===== config.mk =====
export PLATFORM = sky130hd
export DESIGN_NAME = pipe_stage_fifo
export DESIGN_NICKNAME = d
export VERILOG_FILES = /design/src/rtl/pipe_stage_fifo_pkg.sv /design/src/rtl/pipe_stage_fifo_wrap_ptr.sv /design/src/rtl/pipe_stage_fifo.sv
export SDC_FILE = /design/constraint.sdc
export NUM_CORES = 1
export LEC_CHECK = 0
export BUFFER_PORTS_ARGS = -buffer_cell sky130_fd_sc_hd__clkbuf_2
export CAP_MARGIN = 20
export CORE_UTILIZATION = 50
export CTS_BUF_LIST = sky130_fd_sc_hd__clkbuf_4
export DETAILED_ROUTE_END_ITERATION = 10
export GPL_TIMING_DRIVEN = 0
export HOLD_SLACK_MARGIN = 0.06
export PLACE_DENSITY = 0.8
export SLEW_MARGIN = 15
export SYNTH_ARGS = -nofsm -noshare
export SYNTH_HDL_FRONTEND = slang
export SYNTH_SLANG_ARGS = --single-unit
export TNS_END_PERCENT = 30

===== constraint.sdc =====
create_clock -name clk -period 6.5 [get_ports clk]
set_input_delay 1.3 -clock clk [delete_from_list [all_inputs] [get_ports clk]]
set_output_delay 1.3 -clock clk [all_outputs]
set_load 0.01 [all_outputs]

===== src/rtl/pipe_stage_fifo_pkg.sv =====
// Shared definitions for pipeline-stage buffers: occupancy width helper,
// the NOP payload constant and the stage payload bundles cast to DATA_W.
package pipe_pkg;

  localparam int PIPE_MAX_DEPTH = 8;

  function automatic int cnt_w(input int depth);
    return $clog2(depth + 1);
  endfunction

  // EX/MEM field bundle, flattened to DATA_W where the stage buffer is instantiated
  typedef struct packed {
    logic [31:0] alu_result;
    logic [31:0] store_data;
    logic [4:0]  rd;
    logic        mem_read;
    logic        mem_write;
    logic        reg_write;
  } ex_mem_t;

  localparam ex_mem_t PIPE_NOP = '0;

endpackage


===== src/rtl/pipe_stage_fifo_wrap_ptr.sv =====
// Index pointer that wraps at DEPTH-1 (works for non-power-of-two depths)
// with a synchronous clear used by the stage flush.
module wrap_ptr #(
  parameter int DEPTH = 2,
  localparam int PTR_W = (DEPTH > 1) ? $clog2(DEPTH) : 1
) (
  input  logic             clk,
  input  logic             rst_b,
  input  logic             clr,
  input  logic             inc,
  output logic [PTR_W-1:0] ptr
);

  logic [PTR_W-1:0] ptr_q;
  logic [PTR_W-1:0] ptr_d;

  always_comb begin
    ptr_d = ptr_q;
    if (clr) begin
      ptr_d = '0;
    end else if (inc) begin
      ptr_d = (ptr_q == PTR_W'(DEPTH - 1)) ? '0 : ptr_q + PTR_W'(1);
    end
  end

  always_ff @(posedge clk or posedge rst_b) begin
    if (rst_b) begin
      ptr_q <= '0;
    end else begin
      ptr_q <= ptr_d;
    end
  end

  assign ptr = ptr_q;

endmodule


===== src/rtl/pipe_stage_fifo.sv =====
// In-order pipeline-stage buffer with valid/ready on both sides, a global
// stall (lock) and a kill (flush). An empty stage shows an all-zero payload.
module pipe_stage_fifo
  import pipe_pkg::*;
#(
  parameter int DATA_W = 32,
  parameter int DEPTH  = 2,
  localparam int CNT_W = cnt_w(DEPTH),
  localparam int PTR_W = (DEPTH > 1) ? $clog2(DEPTH) : 1
) (
  input  logic              clk,
  input  logic              rst_b,
  input  logic              lock,
  input  logic              flush,
  input  logic              in_valid,
  input  logic [DATA_W-1:0] in_data,
  output logic              in_ready,
  output logic              out_valid,
  output logic [DATA_W-1:0] out_data,
  input  logic              out_ready,
  output logic [CNT_W-1:0]  count
);

  logic [DATA_W-1:0] mem_q [DEPTH];
  logic [DATA_W-1:0] mem_d [DEPTH];
  logic [CNT_W-1:0]  count_q;
  logic [CNT_W-1:0]  count_d;
  logic [PTR_W-1:0]  rd_ptr;
  logic [PTR_W-1:0]  wr_ptr;
  logic              push;
  logic              pop;

  // in_ready depends only on local state, so out_ready never reaches it
  assign in_ready  = !lock && !flush && (count_q < CNT_W'(DEPTH));
  assign out_valid = (count_q != '0);
  assign push      = in_valid && in_ready;
  assign pop       = out_valid && out_ready && !lock && !flush;

  wrap_ptr #(.DEPTH(DEPTH)) u_rd_ptr (
    .clk   (clk),
    .rst_b (rst_b),
    .clr   (flush),
    .inc   (pop),
    .ptr   (rd_ptr)
  );

  wrap_ptr #(.DEPTH(DEPTH)) u_wr_ptr (
    .clk   (clk),
    .rst_b (rst_b),
    .clr   (flush),
    .inc   (push),
    .ptr   (wr_ptr)
  );

  always_comb begin
    count_d = count_q;
    if (flush) begin
      count_d = '0;
    end else if (push && !pop) begin
      count_d = count_q + CNT_W'(1);
    end else if (pop && !push) begin
      count_d = count_q - CNT_W'(1);
    end
  end

  always_ff @(posedge clk or posedge rst_b) begin
    if (rst_b) begin
      count_q <= '0;
    end else begin
      count_q <= count_d;
    end
  end

  always_comb begin
    mem_d = mem_q;
    if (push) begin
      mem_d[wr_ptr] = in_data;
    end
  end

  // Storage is deliberately unreset; the output mask below hides stale entries
  always_ff @(posedge clk) begin
    mem_q <= mem_d;
  end

  assign out_data = out_valid ? mem_q[rd_ptr] : '0;
  assign count    = count_q;

endmodule


* After elaboration in Yosys (flattened, before gate mapping)
Cells that the tools add are included.
Storage, ports and cells: output and inout port bits 36, bits of input ports 38, word-level logic and storage cells 48, register bits after elaboration 68
Operators by class: add/sub/neg operators 4, bitwise logic cells 2, mux-type cells 16, magnitude comparators 4, reduce and logical (&&, ||, !) cells 17
Operator list (number):
- $mux W32 | 5
- $bwmux W64 | 1
- $demux W32 S1 | 1
- $logic_and A1 B1 Y1 | 9
- $mux W1 | 6
- $mux W2 | 3
- $reduce_bool A2 Y1 | 3
- $ge A2 B2 Y1 const B | 2
- $logic_not A1 Y1 | 4
- $not A1 Y2 | 2
- $reduce_bool A3 Y1 | 1
- $add A1 B1 Y1 const B | 2
- $add A2 B1 Y2 const B | 1
- $lt A2 B1 Y1 const B | 1
- $lt A2 B2 Y1 const B | 1
- $sub A2 B1 Y2 const B | 1

* Logic depth before layout (Yosys ltp)
Gate-level depths: netlist of run 1.
depth in word-level cells 9, depth in mapped cells 4, gate-level depth less buffers 3

* Cells and area by module
From an unflattened synthesis of run 1, not the netlist that was laid out.
Unflattened totals: cells, all modules 166, area total of the unflattened synthesis 2645.0 µm²
By module, submodules not included:
- pipe_stage_fifo | cells an instance 158, instances 1, area an instance 2562.5 µm²
- wrap_ptr | cells an instance 4, instances 2, area an instance 41.3 µm²

* Least setup slack after synthesis of run 1
No wires, ideal clock.
path kind in2reg, start point input port lock, end point register mem_q[0] (netlist bit) (enable), path slack 1.154 ns, library setup time 0.513 ns, path buffers 0, arrival 4.833 ns, stages 2, cell sequence nand2b_1 -> nor4b_1
Between the ends: word-level cells in the longest chain between the ends 4
RTL lines:
- start, declared | RTL line pipe_stage_fifo.sv:13 | input logic lock,
- $logic_not A1 Y1 | RTL line pipe_stage_fifo.sv:34 | assign in_ready = !lock && !flush && (count_q < CNT_W'(DEPTH));
- $logic_and A1 B1 Y1 (2 in a row) | RTL line pipe_stage_fifo.sv:34
- $logic_and A1 B1 Y1 | RTL line pipe_stage_fifo.sv:36 | assign push = in_valid && in_ready;
- end signal, assigned | RTL line pipe_stage_fifo.sv:83 | mem_q <= mem_d;
- end, declared | RTL line pipe_stage_fifo.sv:24 | logic [DATA_W-1:0] mem_q [DEPTH];
No other way between the ends. A chain may end at the register's enable or synchronous reset.

* Worst setup path after layout of run 1
start point register count_q[1], in the netlist count[1], end point output port out_data[14]
Between the ends: word-level cells in the longest chain between the ends 2
RTL lines:
- start, declared | RTL line pipe_stage_fifo.sv:26 | logic [CNT_W-1:0] count_q;
- start signal, assigned | RTL line pipe_stage_fifo.sv:70 | count_q <= count_d;
- $reduce_bool A2 Y1 | RTL line pipe_stage_fifo.sv:35 | assign out_valid = (count_q != '0);
- $mux W32 | RTL line pipe_stage_fifo.sv:86 | assign out_data = out_valid ? mem_q[rd_ptr] : '0;
- end, declared | RTL line pipe_stage_fifo.sv:19 | output logic [DATA_W-1:0] out_data,
No other way between the ends.

==> impl_results.md, run 1 <==
* Die area at 5595 um^2
* Largest net degree at the start of global routing at 11
* Ys Warns at 0
* Commonest non-fill, non-tap cell in the layout: clkbuf_2
* Die Height at about 75 um
* Dpl cell area at 3173 um^2
* CTS buffer count at 9
* Worst clock skew at a little under 8 ps
* First-pass GRT wire length at 6.679 mm
* Total grt overflow at 0
* Die width at 74.80 um
* WL/cell at 13.27 um
* Clk_lat worst skew at about 380 ps
* Core ar. at 5107 um^2
* TritonCTS clock tree: built
* P_leak at 0.001256 uW
* Crit. End Element: output pin
* Root buf cell: clkbuf_4
* CP Launch Type: flop
* Largest family of logic cells by synthesized area: multiplexers
* Inserted Diodes at 0
* Final worst setup slack at 3250 ps
* Cell area after layout at 3278 um^2
* Simple-gate share of the synthesized area at 0.08074
* Achievable frequency at 307.7 MHz
* Mux cell area share after synthesis at 0.1209
* Starting Density at 0.5189
* Fin nets at 296
* Total vias in the final route at 1640
* Post-DP HPWL at 3.255 mm
* H-tree Lvls at 3
* Final setup viols at 0
* Cts hold-fix bufs at 0
* Crit-path max FO at 10
* Post-Place Worst Slack at 3233 ps
* Setup CP Type: reg -> out
* Clock Path Buffers at 2
* Sequential Area at 2022 um^2
* PD cells at 237.2 nW/um^2
* DR iter-0 viols at 97
* Commonest cells after routing, fill and taps aside: clkbuf_2, edfxtp_1, nor2_1, mux2i_1
* Slew HR at 0.3354
* Max Cap Viol at 0
* Cell Area, Synth at 2650 um^2
* Worst hold-check path type: reg -> reg
* Total wire length at 4.404 mm
* Max-slew violations at 0
* Worst path required time at 5200 ps
* Routability congestion estimate at 0.8098
* RSZ-0062 raised after global routing: no
* Worst Tran Pin Value at 994.3 ps
* Final hold vios at 0
* XOR/XNOR Fraction of Synth Area at 0
* Complex-gate fraction of the synthesized area at 0.01747
* Area Growth Syn to Fin at 23.70%
* Vias in the first global route at 1469
* Post-synthesis sequential area ratio at 0.7630
* Share of cells above drive strength 1 at 0.4008
* Number of synthesized register bits at 68
* IO Port Bufs at 73
* Clk slew on worst S/H paths at around 100 ps
* Post-CTS Setup Repair Bufs at 0
* Multi-input combinational cell area at 593.1 um^2
* Antenna violations before repair at 0
* Post-cts sizing count at 0
* Post-synthesis net count at 204
* Setup_tns at 0 ps
* Fin crit period at between 3000 and 4000 ps
* Post-synthesis adder-cell area fraction at 0
* IR drop worst, VDD at 0.0001380 V
* Mean post-synth cell area at about 16 um^2
* First-pass DRT Iterations at 4
* Synth cell types at 20
* Clock sinks at about 70
* Fillers at a little under 400
* Critical path arrival at a little under 2000 ps
* Gr usage total at 0.1711
* Post-Syn Instances at 166
* Routed vias/inst at 4.940
* Residual DRC at 0
* Cell Rows at 26
* Status: finished clean
* Final period util at 0.5000
* Final Total Pwr at 777.7 uW
* Routed Antenna Nets at 0
* Io pins at 74
[cells by family (layout without fill, tap and decap cells)]
family	Yosys count	after routing
flops	68	68
simple gates	47	47
mux	32	32
buf+inv	10	106
compound gates	9	9
[path summary, 6_finish.rpt]
check                                          from                       end  slack (ps)  cells past startpoint
setup reg to reg               count[1]$_DFFE_PP0P_       mem_q[28]$_DFFE_PP_        4280                      4
hold / removal             u_wr_ptr.ptr$_DFFE_PP0P_  u_wr_ptr.ptr$_DFFE_PP0P_         610                      2
max in group asynchronous                     rst_b  u_rd_ptr.ptr$_DFFE_PP0P_        5590                      2
hold reg to reg            u_wr_ptr.ptr$_DFFE_PP0P_  u_wr_ptr.ptr$_DFFE_PP0P_         610                      2
setup / recovery               count[1]$_DFFE_PP0P_              out_data[14]        3250                      5
min in group asynchronous                     rst_b      count[0]$_DFFE_PP0P_         750                      2
[power by group]
| part | switching [uW] | leakage [uW] | internal, uW | total, uW |
|---|---|---|---|---|
| sequential | 3.14 | 0.000636 | 489 | 492 |
| clock | 128 | 0.0000585 | 87.4 | 215 |
| combinational | 40.2 | 0.000562 | 30.4 | 70.6 |
[worst max-delay path, cell delays in order, from the launching register on]
cell	delay, ps
dfrtp_1	380
buf_2	190
nor2_1	450
buf_2	320
nor2_1	90
clkbuf_2	130
[cell usage after synthesis, drive strengths merged]
| cell | n | area [um^2] |
|---|---|---|
| nand2 | 1 | 3.750 |
| nor4b | 1 | 8.760 |
| o21ai | 5 | 25.02 |
| a21oi | 3 | 15.01 |
| dfrtp | 4 | 100.1 |
| or3 | 2 | 12.51 |
| nor4 | 1 | 6.260 |
| buf | 8 | 40.04 |
| a31oi | 1 | 6.260 |
| edfxtp | 64 | 1922 |
| nor3 | 1 | 5.000 |
| nor2b | 2 | 12.51 |
| inv | 2 | 7.500 |
| nand2b | 2 | 12.51 |
| nor2 | 34 | 127.6 |
| nor3b | 2 | 15.01 |
| mux2i | 32 | 320.3 |
| or4b | 1 | 10.01 |
[sequential cells by signal, indices dropped and copies added, names as in the netlist]
register,flops
u_wr_ptr.ptr,1
mem_q,64
count,2
u_rd_ptr.ptr,1
[per-layer routing]
metal,vias to the layer above,track usage,part of all wire
met5,-,0,0
met4,0,0.1006,0.012
met3,8,0.05221,0.061
met2,66,0.2823,0.51
met1,765,0.1984,0.42
li1,801,-,-
[metrics by stage]
step                      std cells  hold WS (ps)  utilization
after floorplan                 166         529.0            -
after global placement          309         546.0       0.6075
after detailed placement        317         593.1       0.6213
after CTS                       332         606.4       0.6418
after global routing            332         623.4       0.6418
final                           332         605.8       0.6418
[cell type report]
cell class | count | area share
Sequential cell | 68 | 0.6168
Multi-Input combinational cell | 88 | 0.1809
Timing Repair Buffer | 81 | 0.1290
Clock buffer | 12 | 0.02748
Tap cell | 70 | 0.02672
Buffer | 8 | 0.01221
Clock inverter | 3 | 0.004580
Inverter | 2 | 0.002290
Note: power is estimated with default switching activity, not from simulation.
==> run 2: changes to the inputs <==
--- a/config.mk
+++ b/config.mk
@@ -7,7 +7,7 @@
 export LEC_CHECK = 0
 export BUFFER_PORTS_ARGS = -buffer_cell sky130_fd_sc_hd__clkbuf_2
 export CAP_MARGIN = 20
-export CORE_UTILIZATION = 50
+export CORE_UTILIZATION = 48
 export CTS_BUF_LIST = sky130_fd_sc_hd__clkbuf_4
 export DETAILED_ROUTE_END_ITERATION = 10
 export GPL_TIMING_DRIVEN = 0
==> constraint.sdc (replaced) <==
create_clock -name clk -period 2.88 [get_ports clk]
set_input_delay 0.576 -clock clk [delete_from_list [all_inputs] [get_ports clk]]
set_output_delay 0.576 -clock clk [all_outputs]
set_load 0.01 [all_outputs]
==> run 2 against run 1 <==
Against the previous run:
- setup slack got worse by 2900 ps
- first-iteration DRC count rose by 30%
- routed wire length fell by 2.0%
- via count fell by 0.37%
- count of clock-buffer cells in the layout fell by 2
- combinational power rose by 130%
- clock power rose to 2.6 times the previous value
- register-to-register slack got worse by 3300 ps
- die area rose by 4.1%
- sequential cell count did not move
- largest cell class unchanged
==> impl_results.md, run 2 (synthesized netlist as in run 1, its figures left out) <==
* CTS buffer count at 9
* Status: finished clean
* Final setup viols at 0
* Critical path arrival at 1920 ps
* Total grt overflow at 0
* Post-cts sizing count at 0
* Largest register FFs at 64
* Clk slew on worst S/H paths at 110 ps
* Cell Rows at 26
* Final worst setup slack at roughly 380 ps
* NetSw at 400.0 uW
* Seq pwr share at 0.604
* IO Port Bufs at 73
* CP Launch Type: flop
* Max Cap Viol at 0
* Hold Crit Start: in_data[16]
* WL/cell at 13.04 um
* Comb power frac at 0.088
* Io pins at 74
* Post-DP HPWL at 3.135 mm
* Vias in the first global route at 1616
* DR iter-0 viols at between 100 and 150
* Filler-free cell count of the finished design at approximately 330
* Achievable frequency at 400.3 MHz
* Antenna violations before repair at 0
* CP max-delay cell: nor2_1
* CP cell instances: buf_2 -> nor2_1 -> buf_2 -> nor2_1 -> clkbuf_2
* PD cells at 552.5 nW/um^2
* P_leak at 0.001261 uW
* Setup CP Type: reg -> out
* Die Height at about 76 um
* Die area at 5822 um^2
* Clock Path Buffers at 2
* Routed vias/inst at 4.937
* IR drop worst, VDD at 0.0004439 V
* Total wire length at 4.315 mm
* Commonest cells after routing, fill and taps aside: clkbuf_2, edfxtp_1, nor2_1, mux2i_1, clkbuf_4
* First-pass GRT wire length at 7.100 mm
* H-tree Lvls at 3
* Worst clock skew at 9.421 ps
* RSZ-0062 raised after global routing: no
* Die width at around 76 um
* Max-slew violations at 0
* Sw Ratio at 0.2174
* Crit. End Element: output pin
* Post-Place Cells at 314
* First-pass DRT Iterations at 4
* R2R Setup Slk at 1010 ps
* Clock sinks at 68
* Hold depth at 1
* R2R Path Start: count[1]$_DFFE_PP0P_
* Hold Path End: mem_q[48]$_DFFE_PP_
* Final hold vios at 0
* Crit-path max FO at 10
* Share of cells above drive strength 1 at 0.3946
* Hold WS at 368.2 ps
* Reg-to-reg endpoint: mem_q[58]$_DFFE_PP_
* Slowest Stage Delay on Critical Path at around 430 ps
* Gr usage total at 0.1624
* Inserted Diodes at 0
* Starting Density at 0.5091
* Routed Antenna Nets at 0
* Root buf cell: clkbuf_4
* Fin crit period at ~2500 ps
* Routability congestion estimate at 0.7916
* Residual DRC at 0
* Final Core Density at 0.6397
* Total vias in the final route at ~1600
* Worst path required time at 2300 ps
* Fin nets at approximately 290
* Worst Tran Pin Value at 812.7 ps
* Post-CTS Setup Repair Bufs at 0
* Biggest register: mem_q
* TritonCTS clock tree: built
* Fillers at 400
* Commonest non-fill, non-tap cell in the layout: clkbuf_2
* Area Growth Syn to Fin at 25.64%
* FF-to-FF path depth at 3
* Clk_lat worst skew at a little under 400 ps
* Largest net degree at the start of global routing at 14
* Internal cell power at 1440 uW
* Slew HR at 0.4541
* Post-Place Worst Slack at 624.0 ps
* Core ar. at 5205 um^2
* Worst hold-check path type: in -> reg
* Clock share of power at 0.308
* Final period util at 0.8674
[run 2: worst max-delay path by stage]
stage | start | end | cells after the start
after floorplan | lock | mem_q[32]$_DFFE_PP_ | 2
after global placement | lock | mem_q[42]$_DFFE_PP_ | 3
after detailed placement | lock | mem_q[10]$_DFFE_PP_ | 5
after CTS | count[1]$_DFFE_PP0P_ | out_data[1] | 5
after global routing | count[1]$_DFFE_PP0P_ | out_data[1] | 5
final | count[1]$_DFFE_PP0P_ | out_data[28] | 5
[run 2: cell type report]
cell class,instances,area (um^2),area share
Timing Repair Buffer,79,431.7,0.1297
Clock buffer,10,75.07,0.02255
Clock inverter,6,55.05,0.01654
Sequential cell,68,2022,0.6073
Multi-Input combinational cell,88,610.6,0.1834
Tap cell,70,87.58,0.02631
Inverter,2,7.507,0.002255
Buffer,8,40.04,0.01203
[run 2: repair_timing]
action                                 4_1_cts  5_1_grt
setup endpoints to repair                    0        0
endpoints found under the hold margin        4        0
hold buffers                                 1        0
[run 2: power by group through the flow]
stage / Combinational (uW) / Sequential (uW) / Clock (uW)
floorplan: 82.5 / 1130 / 0
global placement: 153 / 1130 / 0
detailed placement: 163 / 1130 / 0
CTS: 164 / 1110 / 581
global route: 178 / 1110 / 620
finish: 161 / 1110 / 567
[run 2: stage by stage]
stage | TNS, ps | cell area [um^2] | total power [uW]
finish | 0 | 3329 | 1840
global route | 0 | 3329 | 1911
CTS | 0 | 3329 | 1856
detailed placement | 0 | 3189 | 1296
global placement | -40440 | 3124 | 1287
floorplan | -3919 | 2671 | 1216
[run 2: critical path, delay by kind of cell, from the launching register on]
family	cells	cell delay, ps
and+or+nand+nor	2	520
buffers and inverters	3	630
DFF	1	380
[run 2: metal layers]
metal / GRT usage / share of wire
met2: 0.2856 / 0.51
met3: 0.05150 / 0.066
met1: 0.1757 / 0.41
met5: 0 / 0
met4: 0.08077 / 0.018
